--- src/rtl/mem_arbiter_mc.sv ---
`timescale 1ns/1ps
// mem_arbiter_mc: arbitrates N requesters onto one byte-serial RAM/IO bus and
// splits 1/2/4-byte reads and writes into single-byte accesses.
module mem_arbiter_mc #(
  parameter int                NUM_CH   = 2,
  parameter int                ARB_MODE = 1,
  parameter logic [NUM_CH-1:0] CLR_MASK = {NUM_CH{1'b1}}
) (
  input  logic                 i_clk,
  input  logic                 i_rst,
  input  logic                 i_rdy,
  input  logic                 i_clear,
  input  logic [NUM_CH-1:0]    i_req_valid,
  input  logic [NUM_CH-1:0]    i_req_wr,
  input  logic [2*NUM_CH-1:0]  i_req_size,
  input  logic [32*NUM_CH-1:0] i_req_addr,
  input  logic [32*NUM_CH-1:0] i_req_wdata,
  output logic [NUM_CH-1:0]    o_resp_valid,
  output logic [31:0]          o_resp_data,
  output logic                 o_busy,
  input  logic [7:0]           i_mem_din,
  output logic [7:0]           o_mem_dout,
  output logic [31:0]          o_mem_a,
  output logic                 o_mem_wr,
  input  logic                 i_io_buffer_full
);

  localparam int CW = (NUM_CH > 1) ? $clog2(NUM_CH) : 1;

  typedef enum logic [1:0] {
    S_IDLE = 2'd0,
    S_RD   = 2'd1,
    S_WR   = 2'd2,
    S_DONE = 2'd3
  } state_t;

  state_t             r_state;
  logic [CW-1:0]      r_ptr;
  logic [CW-1:0]      r_g;
  logic               r_wr;
  logic [2:0]         r_n;
  logic [2:0]         r_cnt;
  logic [31:0]        r_addr;
  logic [31:0]        r_wdata;
  logic [31:0]        r_mem_a;
  logic [31:0]        r_resp_data;
  logic [7:0]         r_mem_dout;
  logic               r_mem_wr;
  logic [NUM_CH-1:0]  r_resp_valid;

  logic [NUM_CH-1:0]  w_elig;
  logic [CW-1:0]      w_grant;
  logic               w_grant_ok;
  logic [NUM_CH-1:0]  w_grant_oh;
  logic [NUM_CH-1:0]  w_g_oh;
  logic               w_sel_wr;
  logic [1:0]         w_sel_size;
  logic [31:0]        w_sel_addr;
  logic [31:0]        w_sel_wdata;
  logic [2:0]         w_cnt_nxt;
  logic [1:0]         w_cap_b;
  logic               w_stall;
  logic               w_abort;
  logic [31:0]        w_mem_a;

  function automatic logic [2:0] size_bytes(input logic [1:0] s);
    case (s)
      2'd0:    size_bytes = 3'd1;
      2'd1:    size_bytes = 3'd2;
      default: size_bytes = 3'd4;
    endcase
  endfunction

  function automatic logic [7:0] get_byte(input logic [31:0] w, input logic [1:0] k);
    get_byte = w[{k, 3'b000} +: 8];
  endfunction

  // Masked channels drop out of arbitration while a flush is requested
  always_comb begin
    if (i_clear) begin
      w_elig = i_req_valid & ~CLR_MASK;
    end else begin
      w_elig = i_req_valid;
    end
  end

  assign w_grant_ok = |w_elig;

  // Grant selection; the closest eligible channel wins, so loops run from the far end
  always_comb begin
    w_grant = '0;
    if (ARB_MODE == 0) begin
      for (int i = NUM_CH - 1; i >= 0; i--) begin
        if (w_elig[i]) w_grant = CW'(i);
        else           w_grant = w_grant;
      end
    end else begin
      for (int k = NUM_CH; k >= 1; k--) begin
        for (int i = 0; i < NUM_CH; i++) begin
          if (w_elig[i] && (((int'(r_ptr) + k) % NUM_CH) == i)) w_grant = CW'(i);
          else                                               w_grant = w_grant;
        end
      end
    end
  end

  // One-hot decode of the new grant and the latched grant, plus request field mux
  always_comb begin
    w_sel_wr    = 1'b0;
    w_sel_size  = 2'd0;
    w_sel_addr  = 32'd0;
    w_sel_wdata = 32'd0;
    for (int i = 0; i < NUM_CH; i++) begin
      w_grant_oh[i] = (w_grant == CW'(i));
      w_g_oh[i]     = (r_g == CW'(i));
      w_sel_wr      = w_sel_wr | (i_req_wr[i] & w_grant_oh[i]);
      w_sel_size    = w_sel_size | (i_req_size[2*i +: 2] & {2{w_grant_oh[i]}});
      w_sel_addr    = w_sel_addr | (i_req_addr[32*i +: 32] & {32{w_grant_oh[i]}});
      w_sel_wdata   = w_sel_wdata | (i_req_wdata[32*i +: 32] & {32{w_grant_oh[i]}});
    end
  end

  assign w_cnt_nxt = r_cnt + 3'd1;
  assign w_cap_b   = r_cnt[1:0] - 2'd1;
  assign w_stall   = (r_mem_a[17:16] == 2'b11) && i_io_buffer_full;
  assign w_abort   = i_rdy && i_clear && !r_wr && (|(w_g_oh & CLR_MASK)) &&
                     ((r_state == S_RD) || (r_state == S_DONE));

  // While frozen mid-read, keep presenting the byte whose data is still owed,
  // so mem_din is valid again in the first cycle rdy returns
  always_comb begin
    if (!i_rdy && (r_state == S_RD) && (r_cnt != 3'd0)) begin
      w_mem_a = r_addr + {30'd0, w_cap_b};
    end else begin
      w_mem_a = r_mem_a;
    end
  end

  assign o_mem_a      = w_mem_a;
  assign o_mem_dout   = r_mem_dout;
  assign o_mem_wr     = r_mem_wr && i_rdy && !w_stall;
  assign o_resp_data  = r_resp_data;
  assign o_resp_valid = r_resp_valid & ~{NUM_CH{w_abort}};
  assign o_busy       = (r_state != S_IDLE);

  // Main sequencer: grant, byte serialisation, completion pulse
  always_ff @(posedge i_clk) begin
    if (i_rst) begin
      r_state      <= S_IDLE;
      r_ptr        <= CW'(NUM_CH - 1);
      r_g          <= '0;
      r_wr         <= 1'b0;
      r_n          <= 3'd1;
      r_cnt        <= 3'd0;
      r_addr       <= 32'd0;
      r_wdata      <= 32'd0;
      r_mem_a      <= 32'd0;
      r_resp_data  <= 32'd0;
      r_mem_dout   <= 8'd0;
      r_mem_wr     <= 1'b0;
      r_resp_valid <= '0;
    end else if (i_rdy) begin
      case (r_state)
        S_IDLE: begin
          r_resp_valid <= '0;
          if (w_grant_ok) begin
            r_g        <= w_grant;
            r_ptr      <= w_grant;
            r_wr       <= w_sel_wr;
            r_n        <= size_bytes(w_sel_size);
            r_addr     <= w_sel_addr;
            r_wdata    <= w_sel_wdata;
            r_cnt      <= 3'd0;
            r_mem_a    <= w_sel_addr;
            r_mem_wr   <= w_sel_wr;
            r_mem_dout <= w_sel_wdata[7:0];
            r_state    <= w_sel_wr ? S_WR : S_RD;
            if (!w_sel_wr) r_resp_data <= 32'd0;
          end else begin
            r_mem_wr <= 1'b0;
          end
        end
        S_RD: begin
          if (w_abort) begin
            r_state <= S_IDLE;
          end else begin
            if (r_cnt != 3'd0) r_resp_data[{w_cap_b, 3'b000} +: 8] <= i_mem_din;
            if (w_cnt_nxt < r_n) r_mem_a <= r_mem_a + 32'd1;
            if (r_cnt == r_n) begin
              r_state      <= S_DONE;
              r_resp_valid <= w_g_oh;
            end
            r_cnt <= w_cnt_nxt;
          end
        end
        S_WR: begin
          if (!w_stall) begin
            if (w_cnt_nxt < r_n) begin
              r_mem_a    <= r_mem_a + 32'd1;
              r_mem_dout <= get_byte(r_wdata, w_cnt_nxt[1:0]);
              r_cnt      <= w_cnt_nxt;
            end else begin
              r_state      <= S_DONE;
              r_resp_valid <= w_g_oh;
              r_mem_wr     <= 1'b0;
            end
          end
        end
        S_DONE: begin
          r_state      <= S_IDLE;
          r_resp_valid <= '0;
        end
        default: begin
          r_state <= S_IDLE;
        end
      endcase
    end
  end

endmodule

--- config.mk ---
export PLATFORM = sky130hd
export DESIGN_NAME = mem_arbiter_mc
export DESIGN_NICKNAME = d
export VERILOG_FILES = /design/src/rtl/mem_arbiter_mc.sv
export SDC_FILE = /design/constraint.sdc
export NUM_CORES = 1
export LEC_CHECK = 0
export CAP_MARGIN = 20
export CORE_AREA = 2 2 136 138
export CTS_BUF_LIST = sky130_fd_sc_hd__clkbuf_2 sky130_fd_sc_hd__clkbuf_4 sky130_fd_sc_hd__clkbuf_8
export DETAILED_ROUTE_END_ITERATION = 8
export DIE_AREA = 0 0 138 140
export GPL_TIMING_DRIVEN = 1
export PLACE_DENSITY = 0.8
export SETUP_SLACK_MARGIN = 0.05
export SYNTH_ARGS = -nofsm -noshare
export SYNTH_HDL_FRONTEND = slang
export SYNTH_SLANG_ARGS = --single-unit
--- constraint.sdc ---
create_clock -name i_clk -period 6.6 [get_ports i_clk]
set_clock_uncertainty 0.1 [all_clocks]
set_input_delay 1.98 -clock i_clk [delete_from_list [all_inputs] [get_ports i_clk]]
set_output_delay 1.98 -clock i_clk [all_outputs]
set_load 0.01 [all_outputs]
## Word level (Yosys, flattened, before mapping)

Cells that the tools add are included.
Widths: inputs -> output; s select.

| word-level totals | value |
|---|---|
| input bits | 149 |
| output and inout bits | 76 |
| word-level logic and storage cells | 134 |
| register bits | 150 |

| cells by class | value |
|---|---|
| mux-type cells | 42 |
| reduce and logical (&&, ||, !) cells | 33 |
| equal/unequal tests | 17 |
| order comparisons | 1 |
| bitwise operators | 18 |
| add/sub/neg operators | 7 |
| shifts and indexed selects | 3 |

Operator list:

| kind | number |
|---|---|
| $mux 32 | 9 |
| $and 32x32->32 | 4 |
| $pmux 32 s3 | 1 |
| $or 32x32->32 | 2 |
| $pmux 32 s2 | 1 |
| $add 32x1->32 const B | 1 |
| $add 32x2->32 | 1 |
| $bwmux 32 | 1 |
| $logic_not 32->1 | 1 |
| $shift 8x7->32 const A | 1 |
| $shiftx 32x6->8 | 1 |
| $shiftx 8x7->32 | 1 |
| $mux 8 | 3 |
| $mux 2 | 11 |
| $reduce_and 5->1 | 4 |
| $pmux 8 s2 | 1 |
| $mux 3 | 4 |
| $ne 2x2->1 const B | 6 |
| $reduce_and 6->1 | 2 |
| $logic_and 1x1->1 | 11 |
| $eq 2x2->1 const B | 5 |
| $pmux 3 s3 | 1 |
| $pmux 2 s4 | 1 |
| $neg 5->7 | 1 |
| 27 further kinds | 47 |

## Depth between registers and ports, before layout

Gate-level depths: netlist (run 1).

| depth | value |
|---|---|
| depth after elaboration | 13 |
| gate-level depth with buffers | 12 |
| depth with buffers taken out | 9 |

## Least setup slack after synthesis (run 1)

Ideal clock, no wire load.

| timing | value |
|---|---|
| path kind | flip-flop to output port |
| start point | register r_cnt[0] |
| end point | output port o_mem_a[27] |
| arrival | 3.558 ns |
| path buffers | 3 |
| cell stages (with the launch flop) | 13 |
| required time | 4.520 ns |
| path slack | 0.962 ns |
| cell sequence | dfxtp_1 clkbuf_1 inv_1 ha_1 buf_1 inv_1 ha_1 a21o_1 nor4b_1 clkbuf_1 nand4_1 xor2_1 a21oi_1 |

| between the ends | value |
|---|---|
| longest elaborated chain between the ends | 3 |
| elaborated cells between the ends (all ways) | 5 |
| classes of those cells | add/sub (2); mux (1); reduce/logical (2) |

Ends and longest elaborated chain:

| item | line | source |
|---|---|---|
| from (decl) | 42 | `logic [2:0] r_cnt;` |
| from (signal assigned) | 193 | `r_cnt <= w_cnt_nxt;` |
| from (signal assigned) | 201 | `r_cnt <= w_cnt_nxt;` |
| $sub 2x1->2 / $reduce_bool 3->1 (equally long branches) | 124, 132 |  |
| $add 32x2->32 / $logic_and 1x1->1 (equally long branches) | 133, 132 |  |
| $mux 32 * | 132 | `if (!i_rdy && (r_state == S_RD) && (r_cnt != 3'd0)) begin` |
| to (decl) | 23 | `output logic [31:0] o_mem_a,` |

Mark *: on every way between the ends. The rest lies on a longest branch, timed or not.

## Worst setup path after layout (run 1)

| timing | value |
|---|---|
| start point | input port i_rdy |
| end point | output port o_mem_a[24] |

| between the ends | value |
|---|---|
| longest elaborated chain between the ends | 4 |

Ends and longest elaborated chain:

| item | line | source |
|---|---|---|
| from (decl) | 11 | `input logic i_rdy,` |
| $logic_not 1->1 | 132 |  |
| $logic_and 1x1->1 (2 in series) | 132 |  |
| $mux 32 | 132 |  |

No other way between the ends.

==> results.ini, run 1 <==
[die]
die_h_um=140
core_area_mm2=0.0178
start_util=0.491
row_count=49
dieArea_mm2=0.0193
die_w_um=138
io_pins=225

[setup_path]
reg2reg_depth=10
cp_max_fo=38
crit_start=i_rdy
cp_data_required_time_ns=4.52
r2r-end=r_mem_a[29]$_SDFFE_PP0P_
crit_arrival_ns=4.09
reg2reg_from=r_cnt[0]$_SDFFE_PP0P_
cp-end-kind=primary output
crit_type=in -> out
setup.worst_path.end=o_mem_a[24]
ff2ff_setup_slack_ns=2.70
cp-start-kind=input pin

[global_route]
grt_start_max_net_pins=90
grt_pass1_wl_um=44500
grt_pass1_vias=8524
antenna_found_initial=2
grtUsageTotal=0.282
grt_overflow=0

[timing]
layout_min_cycle_time_ns=6.17
worst_slew_pin_slew_ns=1.05
whs_ns=0.361
finalHoldViolCount=0
fin_setup_tns_ns=0
timing.fmax_mhz=162
slew_violations=0
fin_crit_sh=0.934
slew_headroom=0.303
final.setup.worst_slack_ns=0.434
rsz0062_at_grt=no
setup_viol=0

[cts]
hold_buffers=0
clkSinkCount=150
clock_latency_ns=0.46
cts.reportedPaths.clkPinSlew_ns=0.08
postCtsSetupBuffers=0
cts_tree=yes
cts_resized=0
cts_buffers=17
cts.path.max_buffers=2
cts-root-buf=clkbuf_8
htreeDepth=4

[route]
drc=0
vias=9114
drt_wl_total_um=28000
viasPerCell=6.00
firstDrtPassIters=5
drt_iter0_drc=831
antenna_left=0
wire_per_inst_um=18.4

[synthesis]
yosysWarnings=0
ys_seq_elements=150
synth_edf_count=0
synthCells=1095
netlist_area_mm2=0.00872
synth_cell_types=70
async_flop_share=0
seq_area_frac_synth=0.344
synth_ff_type=dfxtp_1
synth.avg_cell_area_um2=7.97
synth_nets=1261

[pwr]
p_leak_uw=0.00409
powerDensity_mw_per_mm2=231
ir_drop_mv=0.160

[placed_design]
dpl_worst_slack_ns=0.454
place_area_mm2=0.0111
gp_congestion=0.960
port_buffers=224
dp_hpwl_um=20300

[layout]
area_growth_pct=32.6
utilization=0.651
final_layout_size_suffix_gt1_frac=0.0722
final_nets=1441
post-route-cell-area_mm2=0.0116

[min_path]
min_path_type=reg -> reg

[flow_run]
drv_cap=0

[status]
status=finished clean

-- worst max-delay path, cell delays in order --
cell	delay, ns
clkdlybuf4s50_1	0.59
nor3b_2	0.34
buf_4	0.39
nor2_1	0.08
a21oi_1	0.14
clkdlybuf4s50_1	0.55
-- registers in the layout, indices dropped and copies added, names as in the netlist --
| signal | flops |
|---|---|
| r_wdata | 32 |
| r_wr | 1 |
| r_state | 2 |
| r_mem_a | 32 |
| r_g | 1 |
| r_mem_wr | 1 |
| r_addr | 32 |
| r_n | 3 |
| o_resp_data | 32 |
| r_ptr | 1 |
| o_mem_dout | 8 |
| r_resp_valid | 2 |
| r_cnt | 3 |
-- per-layer routing --
metal / wire length [µm] / up-vias / GRT usage
li1: - / 4423 / -
met1: 11500 / 4210 / 0.352
met2: 13600 / 421 / 0.481
met3: 2190 / 60 / 0.0612
met4: 728 / 0 / 0.106
met5: 0 / - / 0
-- kinds of logic (layout without fill, tap and decap cells) --
group / after synthesis / after routing / share of synthesized area
and+or+nand+nor: 441 / 441 / 0.243
AOI/OAI and AO/OA: 303 / 303 / 0.239
DFF: 150 / 150 / 0.344
buffers and inverters: 101 / 294 / 0.0446
muxes: 50 / 50 / 0.0710
xor gates and xnor gates: 33 / 33 / 0.0331
adders and majority gates: 17 / 17 / 0.0252
other: 0 / 2 / 0
-- synthesized netlist by cell type, types with 5 or more instances --
| library cell | count | area [µm²] |
|---|---|---|
| nand4_1 | 27 | 169 |
| a21oi_1 | 91 | 455 |
| mux4_2 | 8 | 180 |
| nor2b_1 | 6 | 37.5 |
| a22o_1 | 15 | 131 |
| o211ai_1 | 12 | 90.1 |
| o22ai_1 | 5 | 31.3 |
| a21o_1 | 6 | 45.0 |
| and2_1 | 5 | 31.3 |
| a211oi_1 | 33 | 248 |
| ha_1 | 16 | 200 |
| inv_1 | 16 | 60.1 |
| buf_2 | 5 | 25.0 |
| and3_1 | 18 | 113 |
| o2111a_1 | 9 | 101 |
| or4_1 | 16 | 120 |
| buf_1 | 7 | 26.3 |
| mux2_2 | 15 | 169 |
| nor4_1 | 11 | 68.8 |
| o41ai_1 | 10 | 87.6 |
| nor2_1 | 112 | 420 |
| a21boi_0 | 6 | 45.0 |
| o21ai_0 | 49 | 245 |
| nand3_1 | 38 | 190 |
| xor2_1 | 28 | 245 |
| clkbuf_1 | 71 | 267 |
| a311oi_1 | 30 | 263 |
| o31a_1 | 5 | 43.8 |
| xnor2_1 | 5 | 43.8 |
| nor3_1 | 31 | 155 |
| nand2b_1 | 11 | 68.8 |
| dfxtp_1 | 150 | 3000 |
| mux2i_1 | 27 | 270 |
| nand2_1 | 142 | 533 |
-- stage by stage --
step	power [µW]	cells
finish	2670	1519
global route	2800	1519
CTS	2670	1516
detailed placement	1860	1484
global placement	1840	1484
floorplan	1530	1095
-- layout make-up --
| type | count | area [µm²] |
|---|---|---|
| Clock inverter | 13 | 201 |
| Sequential cell | 150 | 3000 |
| Fill cell | 1501 | 6210 |
| Clock buffer | 19 | 262 |
| Tap cell | 229 | 287 |
| Timing Repair Buffer | 245 | 2390 |
| Multi-Input combinational cell | 844 | 5350 |
| Inverter | 17 | 63.8 |
| Antenna cell | 2 | 5.00 |
-- worst min-delay path by stage --
stage	from	end	slack (ns)	depth (start not counted)
after floorplan	r_resp_valid[1]$_SDFFE_PP0P_	r_resp_valid[1]$_SDFFE_PP0P_	0.34	2
after global placement	o_resp_data[31]$_SDFFE_PP0P_	o_resp_data[31]$_SDFFE_PP0P_	0.34	2
after detailed placement	o_resp_data[30]$_SDFFE_PP0P_	o_resp_data[30]$_SDFFE_PP0P_	0.35	2
after CTS	o_resp_data[30]$_SDFFE_PP0P_	o_resp_data[30]$_SDFFE_PP0P_	0.36	2
after global routing	o_resp_data[29]$_SDFFE_PP0P_	o_resp_data[29]$_SDFFE_PP0P_	0.38	2
final	o_resp_data[30]$_SDFFE_PP0P_	o_resp_data[30]$_SDFFE_PP0P_	0.36	2
-- cell usage in the layout (no fill, tap or decap), types with 4 or more instances in the layout --
cell and count:
a22o_1 15, a211oi_1 33, a311oi_1 30, o21ai_0 49
nor2_1 112, o41ai_1 10, mux4_2 8, and3_1 17
nand2_1 141, xnor2_1 5, nor3_1 31, a21o_1 6
ha_1 15, mux2i_1 27, clkinv_2 4, clkbuf_8 19
inv_1 16, nand2b_1 11, mux2_2 15, o2bb2ai_1 4
nor4_1 11, o31a_1 5, or3_1 4, dfxtp_1 150
nor2b_1 6, o22ai_1 5, buf_4 21, or4_1 16
xor2_1 28, nand4_1 27, a21boi_0 6, o2111a_1 9
o211ai_1 12, clkdlybuf4s50_1 223, bufinv_16 5, o31ai_1 4
nand3_1 38, and2_1 5, a21oi_1 91
-- power by group --
part / switching (µW) / total, µW / internal [µW]
registers: 99.1 / 1080 / 985
logic: 413 / 764 / 351
clock network: 357 / 825 / 468
total: 869 / 2670 / 1800
Note: power is estimated with default switching activity, not from simulation.
==> run 2: changes to the inputs <==
--- a/config.mk
+++ b/config.mk
@@ -6,12 +6,12 @@
 export NUM_CORES = 1
 export LEC_CHECK = 0
 export CAP_MARGIN = 20
-export CORE_AREA = 2 2 136 138
+export CORE_AREA = 2 2 134 136
 export CTS_BUF_LIST = sky130_fd_sc_hd__clkbuf_2 sky130_fd_sc_hd__clkbuf_4 sky130_fd_sc_hd__clkbuf_8
 export DETAILED_ROUTE_END_ITERATION = 8
-export DIE_AREA = 0 0 138 140
+export DIE_AREA = 0 0 136 138
 export GPL_TIMING_DRIVEN = 1
-export PLACE_DENSITY = 0.8
+export PLACE_DENSITY = 0.82
 export SETUP_SLACK_MARGIN = 0.05
 export SYNTH_ARGS = -nofsm -noshare
 export SYNTH_HDL_FRONTEND = slang
==> run 2 against run 1 <==
  * Count of clock-buffer cells in the layout grew 1
  * Non-clock buffer count shrank 2
  * Critical path depth is 1 lower
  * Wire length rose by 1.3%
  * Sequential cell count stayed put
  * Final cell count decreased by 0.26%
  * Global-route usage rose by 1.7 points
  * Power down 1.0%
  * Die area decreased by 2.9%
  * Highest routed layer unchanged
  * Hold slack lost 0.0011 ns
  * Via count increased by 1.1%
  * Clock power down 4.1%
==> results.ini, run 2 (synthesized netlist as in run 1, its figures left out) <==
[timing]
finalHoldViolCount=0
slew_headroom=0.263
layout_min_cycle_time_ns=6.16
slew_violations=0
fin_crit_sh=0.934
worst_slew_pin_slew_ns=1.10
rsz0062_at_grt=no
setup_viol=0
fin_setup_tns_ns=0
timing.fmax_mhz=162

[cts]
cts-root-buf=clkbuf_8
cts.reportedPaths.clkPinSlew_ns=0.08
cts.path.max_buffers=2
postCtsSetupBuffers=0
htreeDepth=4
clock_latency_ns=0.46
clkSinkCount=150
cts_resized=0
cts_tree=yes
cts_buffers=17
hold_buffers=0

[setup_path]
cp-start-kind=input pin
crit_type=in -> out
cp_data_required_time_ns=4.52
cp-end-kind=primary output
cp_max_fo=61
crit_arrival_ns=4.08

[die]
die_h_um=138
row_count=49
die_w_um=136
start_util=0.498
io_pins=225
dieArea_mm2=0.0188
core_area_mm2=0.0175

[layout]
diodes=0
final_cell_mix=clkdlybuf4s50_1, dfxtp_1, nand2_1
final_layout_size_suffix_gt1_frac=0.0708
layout.cells.non_filler=1515
register_area_mm2=0.00300
multi_input_area_mm2=0.00535
final_common_cell=clkdlybuf4s50_1
fill_cells=1501
final_nets=1439
area_growth_pct=32.4

[placed_design]
port_buffers=224
gp_congestion=0.913
dp_hpwl_um=20400
dp_cells=1481

[route]
antenna_left=0
drt_wl_total_um=28400
wire_per_inst_um=18.7
vias=9211
drt_iter0_drc=717
viasPerCell=6.08
firstDrtPassIters=6
drc=0

[global_route]
grt_overflow=0
antenna_found_initial=0
grt_pass1_vias=8784
grt_pass1_wl_um=44900
grt_start_max_net_pins=77
grtUsageTotal=0.300

[status]
status=finished clean

[pwr]
ir_drop_mv=0.141
p_leak_uw=0.00408
powerDensity_mw_per_mm2=229

[flow_run]
drv_cap=0

[min_path]
min_path_type=reg -> reg

run 2: cell count changes in the layout (fill, tap and decap cells not counted), sizes merged:
cell,before,now
clkinv,5,7
clkinvlp,3,1
buf,21,20
bufinv,5,4
diode,2,0
run 2: metal layers:
metal	track usage	up-vias	routed length, µm
met5	0	-	0
met4	0.135	0	1030
met3	0.0700	69	2410
met2	0.486	455	13400
met1	0.377	4280	11500
li1	-	4407	-
run 2: final timing paths:
check | from | to | slack, ns | depth (start not counted)
setup / recovery | i_rdy | o_mem_a[0] | 0.44 | 5
hold / removal | o_resp_data[28]$_SDFFE_PP0P_ | o_resp_data[28]$_SDFFE_PP0P_ | 0.36 | 2
setup reg to reg | r_cnt[0]$_SDFFE_PP0P_ | r_mem_a[29]$_SDFFE_PP0P_ | 2.75 | 10
hold reg to reg | o_resp_data[28]$_SDFFE_PP0P_ | o_resp_data[28]$_SDFFE_PP0P_ | 0.36 | 2
run 2: layout make-up:
class	instances	share of cell area
repair buffers	243	0.208
multi-input cells	844	0.463
flip-flops and latches	150	0.260
clock buffers	20	0.0233
well taps	229	0.0248
inverters	17	0.00553
clock inverters	12	0.0151
run 2: worst max-delay path: stages:
cell and delay, ns:
clkdlybuf4s50_1 0.59, nor3b_2 0.35, buf_12 0.28, mux2_2 0.37
clkdlybuf4s50_1 0.47
run 2: metrics by stage:
stage / hold WS (ns) / power, µW / util / area [µm²] / setup slack (ns)
2_1_floorplan: 0.342 / 1530 / - / 8720 / 0.962
3_5_place_dp: 0.349 / 1860 / 0.632 / 11100 / 0.457
6_report: 0.360 / 2650 / 0.659 / 11500 / 0.439
3_3_place_gp: 0.338 / 1840 / 0.632 / 11100 / 0.536
4_1_cts: 0.362 / 2640 / 0.657 / 11500 / 0.455
5_1_grt: 0.386 / 2770 / 0.659 / 11500 / 0.403
run 2: power breakdown:
group | leakage (µW) | internal [µW] | switching, µW
logic | 0.00263 | 351 | 418
registers | 0.00122 | 985 | 101
clock network | 0.000226 | 436 | 356
total | 0.00408 | 1770 | 874
